$ cat src/rtl/svm_cascade_stage.sv
// svm_cascade_stage: serial linear-kernel SVM decision engine for one cascade stage.
// Optional macro SVM_ACC_SAT_EN: saturating MAC/BIAS additions instead of two's-complement wrap.
module svm_cascade_stage #(
    parameter int XLEN_PIXEL    = 8,
    parameter int NUM_OF_PIXELS = 4,
    parameter int NUM_OF_SV     = 10,
    parameter int XLEN_ALPHA    = 16,
    parameter int ACC_W         = 40,
    parameter int MARGIN        = 256,
    localparam int CFG_AW = $clog2(NUM_OF_SV*NUM_OF_PIXELS+NUM_OF_SV+1)
) (
    input  logic                                  clk,
    input  logic                                  rst,
    input  logic                                  en,
    input  logic                                  cfg_we,
    input  logic [CFG_AW-1:0]                     cfg_addr,
    input  logic [ACC_W-1:0]                      cfg_wdata,
    input  logic                                  in_valid,
    output logic                                  in_ready,
    input  logic [NUM_OF_PIXELS*XLEN_PIXEL-1:0]   in_pixel,
    output logic                                  out_valid,
    input  logic                                  out_ready,
    output logic                                  y_class,
    output logic                                  y_forward,
    output logic [ACC_W-1:0]                      y_score,
    output logic [2:0]                            dbg_state
);
    // Both streams use valid/ready: a transfer happens on the rising clk edge where
    // valid, ready and en are all high; the source holds valid and data until then.

    localparam int NSV_NPIX = NUM_OF_SV * NUM_OF_PIXELS;
    localparam int SV_AW    = (NSV_NPIX > 1) ? $clog2(NSV_NPIX) : 1;
    localparam int J_W      = (NUM_OF_SV > 1) ? $clog2(NUM_OF_SV) : 1;
    localparam int K_W      = 2*XLEN_PIXEL + $clog2(NUM_OF_PIXELS);
    localparam int PROD_W   = XLEN_ALPHA + K_W + 1;
    localparam int SUM_W    = ((PROD_W > ACC_W) ? PROD_W : ACC_W) + 1;
`ifdef SVM_ACC_SAT_EN
    localparam int MW = SUM_W;
`else
    localparam int MW = ACC_W;
`endif
    localparam logic signed [ACC_W-1:0] MARGIN_S = ACC_W'(MARGIN);

    typedef enum logic [2:0] {
        S_IDLE = 3'd0,
        S_DOT  = 3'd1,
        S_MAC  = 3'd2,
        S_BIAS = 3'd3,
        S_DONE = 3'd4
    } state_t;

    state_t                                r_state;
    logic [J_W-1:0]                        r_j;
    logic [K_W-1:0]                        r_k;
    logic signed [ACC_W-1:0]               r_acc;
    logic [NUM_OF_PIXELS*XLEN_PIXEL-1:0]   r_x;
    logic                                  r_out_valid;
    logic                                  r_y_class;
    logic                                  r_y_forward;
    logic [ACC_W-1:0]                      r_y_score;

    logic [XLEN_PIXEL-1:0]                 r_sv    [NSV_NPIX];
    logic signed [XLEN_ALPHA-1:0]          r_alpha [NUM_OF_SV];
    logic signed [ACC_W-1:0]               r_bias;

    logic [K_W-1:0]                        w_dot;
    logic signed [MW-1:0]                  w_prod;
    logic signed [MW-1:0]                  w_addend;
    logic signed [MW-1:0]                  w_sum;
    logic signed [ACC_W-1:0]               w_acc_nxt;
    logic                                  w_fwd;
    logic [SV_AW-1:0]                      w_sv_widx;
    logic [J_W-1:0]                        w_alpha_widx;

    always_comb begin
        w_dot = '0;
        for (int i = 0; i < NUM_OF_PIXELS; i++) begin
            w_dot = w_dot + K_W'(r_x[i*XLEN_PIXEL +: XLEN_PIXEL])
                          * K_W'(r_sv[SV_AW'(int'(r_j)*NUM_OF_PIXELS + i)]);
        end
    end

    // Product is formed at the adder width so the saturating build sees the exact value.
    assign w_prod   = MW'(r_alpha[r_j]) * $signed(MW'(r_k));
    assign w_addend = (r_state == S_BIAS) ? MW'(r_bias) : w_prod;
    assign w_sum    = MW'(r_acc) + w_addend;

`ifdef SVM_ACC_SAT_EN
    always_comb begin
        w_acc_nxt = w_sum[ACC_W-1:0];
        if (!((&w_sum[MW-1:ACC_W-1]) || !(|w_sum[MW-1:ACC_W-1]))) begin
            w_acc_nxt = w_sum[MW-1] ? {1'b1, {(ACC_W-1){1'b0}}}
                                    : {1'b0, {(ACC_W-1){1'b1}}};
        end
    end
`else
    assign w_acc_nxt = w_sum;
`endif

    // Most-negative acc can never exceed -MARGIN, so it is never forwarded.
    assign w_fwd = (r_acc < MARGIN_S) && (r_acc > -MARGIN_S);

    assign w_sv_widx    = SV_AW'(cfg_addr);
    assign w_alpha_widx = J_W'(cfg_addr - CFG_AW'(NSV_NPIX));

    always_ff @(posedge clk or posedge rst) begin
        if (rst) begin
            for (int i = 0; i < NSV_NPIX; i++) r_sv[i] <= '0;
            for (int i = 0; i < NUM_OF_SV; i++) r_alpha[i] <= '0;
            r_bias <= '0;
        end else if (cfg_we && (r_state == S_IDLE)) begin
            if (cfg_addr < CFG_AW'(NSV_NPIX)) begin
                r_sv[w_sv_widx] <= cfg_wdata[XLEN_PIXEL-1:0];
            end else if (cfg_addr < CFG_AW'(NSV_NPIX + NUM_OF_SV)) begin
                r_alpha[w_alpha_widx] <= cfg_wdata[XLEN_ALPHA-1:0];
            end else if (cfg_addr == CFG_AW'(NSV_NPIX + NUM_OF_SV)) begin
                r_bias <= cfg_wdata;
            end
        end
    end

    always_ff @(posedge clk or posedge rst) begin
        if (rst) begin
            r_state     <= S_IDLE;
            r_j         <= '0;
            r_k         <= '0;
            r_acc       <= '0;
            r_x         <= '0;
            r_out_valid <= 1'b0;
            r_y_class   <= 1'b0;
            r_y_forward <= 1'b0;
            r_y_score   <= '0;
        end else if (en) begin
            case (r_state)
                S_IDLE: begin
                    if (in_valid) begin
                        r_x     <= in_pixel;
                        r_acc   <= '0;
                        r_j     <= '0;
                        r_state <= S_DOT;
                    end
                end
                S_DOT: begin
                    r_k     <= w_dot;
                    r_state <= S_MAC;
                end
                S_MAC: begin
                    r_acc <= w_acc_nxt;
                    if (r_j == J_W'(NUM_OF_SV - 1)) begin
                        r_state <= S_BIAS;
                    end else begin
                        r_j     <= r_j + J_W'(1);
                        r_state <= S_DOT;
                    end
                end
                S_BIAS: begin
                    r_acc   <= w_acc_nxt;
                    r_state <= S_DONE;
                end
                S_DONE: begin
                    // First DONE cycle publishes the result; later cycles wait for the sink.
                    if (!r_out_valid) begin
                        r_out_valid <= 1'b1;
                        r_y_score   <= r_acc;
                        r_y_class   <= ~r_acc[ACC_W-1];
                        r_y_forward <= w_fwd;
                    end else if (out_ready) begin
                        r_out_valid <= 1'b0;
                        r_state     <= S_IDLE;
                    end
                end
                default: r_state <= S_IDLE;
            endcase
        end
    end

    assign in_ready  = (r_state == S_IDLE) && en;
    assign out_valid = r_out_valid;
    assign y_class   = r_y_class;
    assign y_forward = r_y_forward;
    assign y_score   = r_y_score;
    assign dbg_state = r_state;

endmodule

$ cat config.mk
export PLATFORM = sky130hd
export DESIGN_NAME = svm_cascade_stage
export DESIGN_NICKNAME = d
export VERILOG_FILES = /design/src/rtl/svm_cascade_stage.sv
export SDC_FILE = /design/constraint.sdc
export NUM_CORES = 2
export LEC_CHECK = 0
export BUFFER_PORTS_ARGS = -buffer_cell sky130_fd_sc_hd__buf_2
export CAP_MARGIN = 20
export CORE_UTILIZATION = 25
export CTS_CLUSTER_SIZE = 10
export DETAILED_ROUTE_END_ITERATION = 12
export GPL_TIMING_DRIVEN = 0
export PLACE_DENSITY_LB_ADDON = 0.3
export SLEW_MARGIN = 0
export SYNTH_ARGS = -nofsm -noshare
export SYNTH_HDL_FRONTEND = slang
export SYNTH_SLANG_ARGS = --single-unit
$ cat constraint.sdc
create_clock -name clk -period 26.8 [get_ports clk]
set_input_delay 4.02 -clock clk [delete_from_list [all_inputs] [get_ports clk]]
set_output_delay 4.02 -clock clk [all_outputs]
set_load 0.03 [all_outputs]
# Word-level counts from Yosys, hierarchy flattened
# Index checks and enable logic that the tools add are counted.
# totals
reg_bits	660
latchBits	0
ramBits	0
romBits	0
in_bits	84
out_inout_bits	47
memories	0
# op_classes
addsub	9
n_mul	5
div_mod_pow	0
order_cmp	13
n_eq_ne	10
shift	0
n_mux	34
n_bitwise	11
reduce_logical	19
# op_table
cell	n
bitwise mux 320 bit	1
binary-select mux 8 bit (select 6 bit)	4
bitwise mux 160 bit	1
two-way mux 40 bit	2
case mux 40 bit (2 select lines)	1
two-way mux 8 bit	9
binary-select mux 16 bit (select 4 bit)	1
demux 16 bit (select 4 bit)	1
multiplier 8 x 8 -> 16 bit	4
demux 8 bit (select 6 bit)	1
two-way mux 16 bit	3
adder 40 bit	1
greater-than comparator 40 x 9 -> 1 bit (second input constant)	1
< comparator 40 x 10 -> 1 bit (second input constant)	1
multiplier 16 x 19 -> 35 bit	1
greater-or-equal comparator 6 x 7 -> 1 bit (second input constant)	4
inverter 6 bit	4
adder 17 x 16 -> 18 bit	1
adder 18 x 16 -> 18 bit	1
adder 16 x 16 -> 17 bit	1
case mux 3 bit (5 select lines)	1
adder 6 x 2 -> 6 bit (second input constant)	2
< comparator 6 bit (second input constant)	2
AND reduction 3 bit	4
27 further kinds	49

# Depth between registers and ports, before layout
# logic_depth
depth_word	9
mapped_depth	42
ltp_nobuf	38

# Worst setup path before layout
# OpenSTA, ideal clock, no wires.
# synth_timing
path_type	register to register
start	register r_j[1]
end	register r_acc[39]
setup_ns	0.124
arrival_time_ns	9.598
slack_ns	17.078
stages_incl_launch_ff	40
n_path_buf	5
synth_period_minus_slack_ns	9.722
cell_sequence	dfrtp_1 buf_2 buf_2 buf_1 mux4_2 a22oi_1 o21ai_1 buf_2 nand2_1 fa_1 inv_1 fa_1 fa_1 fa_1 fa_1 inv_1 fa_1 inv_1 (+4 left out) a21oi_2 a211oi_1 o31ai_1 a21oi_1 xor2_1 a21oi_1 ha_1 buf_6 a211oi_2 o21bai_1 a211oi_1 o21ai_1 o311a_1 and3_4 a211oi_2 o21ai_1 and3_1 a211o_1
# synth_via
elab_chain_cells	8
# synth_rtl
element	line_no	text
start, declared	53	logic [J_W-1:0] r_j;
start signal, assigned	152	r_j <= r_j + J_W'(1);
inverter 4 -> 5 bit (implied by the code)	84	assign w_prod = MW'(r_alpha[r_j]) * $signed(MW'(r_k));
binary-select mux 16 bit (select 4 bit)	84	
two-way mux 16 bit (implied by the code) (2 in a row)	84	
multiplier 16 x 19 -> 35 bit	84	
two-way mux 40 bit	85	assign w_addend = (r_state == S_BIAS) ? MW'(r_bias) : w_prod;
adder 40 bit	86	assign w_sum = MW'(r_acc) + w_addend;
case mux 40 bit (2 select lines)	134	case (r_state)
end signal, assigned	148	r_acc <= w_acc_nxt;
end signal, assigned	157	r_acc <= w_acc_nxt;
end, declared	55	logic signed [ACC_W-1:0] r_acc;
# Every way passes these cells. The select of a mux whose other input is x is not followed.
# A chain may end at the register's enable or synchronous reset.

# Worst setup path after layout
# Ends and elaborated chain as after synthesis.

==> metrics.cfg <==
[power]
switchingPower_mw=2.88
combPwrFrac_pct=61.4
p_leak_nw=27.2
switching_share_pct=46.2
vdd_drop_max_mv=0.164
seq_power_share_pct=22.9
internal_power_mw=3.35
powerDensity_mw_per_mm2=111
power_frac_clock_pct=15.8

[flow_run]
maxCapViolations=0

[floorplanning]
start_util_pct=25.2
std_cell_rows=163
die_y_microns=448
die_area_sq_mm=0.201
die_w_microns=448
ioPinCount=131
coreArea_sq_mm=0.197

[synthesis]
ys_seq_area_share_pct=33.2
synthCells=4411
ys_warn_count=0
synth_enable_flop_cells=0
synth_nets=5240
synth_flop_cell=dfrtp_1
synthArstFlopShare_pct=100
synth.ff_latch_count=660
synth.cell_area_sq_mm=0.0497
syn_avg_cell_area_sq_um=11.3
synthDistinctLibCells=90

[sta]
worst_pin_slew_ns=1.20
min_period_ns=12.82
setup_viol=0
slew_violations=0
timing.fmax_mhz=78.0
period_share_pct=47.8
rsz0062_at_grt=false
final_hold_viol_count=0
clock_skew_ns=0.0260
max_slew_margin_pct=19.2

[setup_path]
required_ns=27.34
endpoint_kind=flop
startpoint_type=flop
path_max_fanout=10
r2r_cells=38
arrival_ns=13.36
slowest_stage=clkbuf_1
crit_top_cell=fa_1
cp_slowest_stage_delay_ns=0.87
criticalPathCategory=reg -> reg

[placement]
dp_cells=7196
place_hpwl_microns=118000
gp_congestion=0.884
port_buffers=130

[clock_tree]
htreeDepth=3
cts.clk_slew.worst_paths_ns=0.05
postCtsSetupRepairBufs=0
clockBufferDepth=3
cts_hold_buf=0
insertion_delay_ns=0.67
cts_root_buf=clkbuf_16
numCtsBuffers=78
cts_resized=0
tritoncts=built
cts.sink_count=660

[worst_hold_path]
hold_path.class=reg -> reg
whs_path_depth=1

[global_route]
antenna_found_initial=20
grt_pass1_vias=35400
grt_usage_pct=15.1
use_met2_pct=26.7
grt_util_met3_pct=2.15
grt_max_degree=124
grt_pass1_wl_microns=228000
grt_busiest_layer=met2
grtUsageMet1_pct=18.9
grt-ovfl-total=0

[detailed_routing]
drt-initial-drc-count=1976
drt_wl_total_microns=150000
routedWlPerCell_microns=20.5
vias_per_cell=4.59
drc_errors=0
drtPass1Iterations=5
vias=33500
ant_nets=0

[final_layout]
fin_util_pct=28.5
areaGrowthSynthToFinish_pct=13.1
stdcell_count=7306
nFillCells=20700
regArea_sq_mm=0.0165
multiInputGateArea_sq_mm=0.0302
layout.nets=5470
drive_gt1_share_pct=22.8

[run_status]
status=complete, no violations

cells in the mapped netlist (9+ instances only):
library cell / instances / area share, %
a21o_1: 28 / 0.42
mux4_2: 96 / 4.3
nor4_1: 15 / 0.19
o21ai_0: 90 / 0.91
or2_2: 19 / 0.24
buf_1: 29 / 0.22
nor2b_1: 9 / 0.11
buf_2: 29 / 0.29
o21bai_1: 14 / 0.21
and3_1: 12 / 0.15
clkbuf_1: 148 / 1.1
fa_1: 447 / 18
xor2_1: 33 / 0.58
nor3_1: 15 / 0.15
a22oi_1: 48 / 0.72
ha_1: 298 / 7.5
nor2_1: 109 / 0.82
nand3_1: 19 / 0.19
a21oi_1: 81 / 0.82
nand2_1: 472 / 3.6
dfrtp_1: 660 / 33
xnor2_1: 40 / 0.70
inv_1: 589 / 4.4
and2_1: 261 / 3.3
o21ai_1: 47 / 0.47
mux2_2: 641 / 15
a211oi_1: 11 / 0.17
nand4_1: 18 / 0.23
final cells by class:
class	count	share of cell area, %
Clock buffer	89	3.64
Clock inverter	9	0.343
Sequential cell	660	29.4
Buffer	208	1.47
Inverter	589	3.95
Antenna cell	7	0.0312
Timing Repair Buffer	150	1.67
Tap cell	2640	5.88
Multi-Input combinational cell	2954	53.6
kinds of logic after synthesis:
logic type | after synthesis | synth area share, %
compound gates | 405 | 5.33
fa+ha+maj | 745 | 25.5
simple gates | 992 | 9.63
flops | 660 | 33.2
xor+xnor | 73 | 1.29
mux | 739 | 18.9
buf+inv | 797 | 6.11
sequential cells by signal, summed over array words and instances (netlist names):
| name | count |
|---|---|
| dbg_state | 3 |
| out_valid | 1 |
| r_acc | 40 |
| r_alpha | 160 |
| r_bias | 40 |
| r_j | 4 |
| r_k | 18 |
| r_sv | 320 |
| r_x | 32 |
| y_class | 1 |
| y_forward | 1 |
| y_score | 40 |
cells in the final DEF, fill, tap and decap left out, types with 9 or more instances in the layout:
cell | Yosys | layout
nor2b_1 | 9 | 9
o21ai_0 | 90 | 86
nor3_1 | 15 | 15
a22oi_1 | 48 | 48
nor4_1 | 15 | 15
ha_1 | 298 | 298
a21o_1 | 28 | 28
xor2_1 | 33 | 33
nand3_1 | 19 | 19
a21oi_1 | 81 | 81
inv_1 | 589 | 588
fa_1 | 447 | 447
clkbuf_16 | 0 | 78
mux2_2 | 641 | 641
xnor2_1 | 40 | 40
buf_1 | 29 | 29
o21ai_1 | 47 | 51
dfrtp_1 | 660 | 660
nand4_1 | 18 | 18
buf_2 | 29 | 160
and2_1 | 261 | 261
mux4_2 | 96 | 96
or2_2 | 19 | 19
a211oi_1 | 11 | 11
and3_1 | 12 | 12
nand2_1 | 472 | 472
nor2_1 | 109 | 109
clkbuf_1 | 148 | 154
o21bai_1 | 14 | 14
power by group through the flow:
stage | Combinational (mW) | Sequential [mW] | Clock, mW
final | 3.82 | 1.42 | 0.982
after global routing | 4.36 | 1.45 | 1.05
after CTS | 3.93 | 1.42 | 1.01
after detailed placement | 3.89 | 1.44 | 0
after global placement | 3.87 | 1.44 | 0
after floorplan | 2.71 | 1.38 | 0
path summary, 6_finish.rpt:
check / start / endpoint / slack [ns]
worst max-delay path: r_j[1] / r_acc[39] / 13.98
worst min-delay path: r_alpha[114] / r_alpha[114] / 0.50
worst max register to register: r_j[1] / r_acc[39] / 13.98
worst min register to register: r_alpha[114] / r_alpha[114] / 0.50
max in group asynchronous: rst / r_sv[93] / 20.10
min in group asynchronous: rst / y_score[1] / 3.39
through the flow:
stage                     total power [mW]  hold WS [ns]  setup WS, ns   TNS, ns  cell area, sq um
after detailed placement              5.33         0.488         14.06         0             53900
after CTS                             6.37         0.500         14.01         0             56100
final                                 6.22         0.497         13.98         0             56200
after floorplan                       4.10         0.474          4.28         0             49700
after global routing                  6.86         0.513         13.38         0             56200
after global placement                5.30         0.482         -3.68  -2261.22             53700
layer usage:
layer	share of wire [%]	routed length [microns]
met1	42	62900
met2	52	77600
met3	3.7	5550
met4	2.6	3870
met5	0.055	83
critical path, delay by kind of cell (launching register included):
family	cells	cell delay, ns
AND/OR/NAND/NOR	13	2.49
adder cells (fa/ha/maj)	8	3.94
buffers and inverters	7	2.59
multiplexers	1	0.44
flip-flops	1	0.35
AO/OA/AOI/OAI	9	2.86
Note: power is estimated with default switching activity, not from simulation.
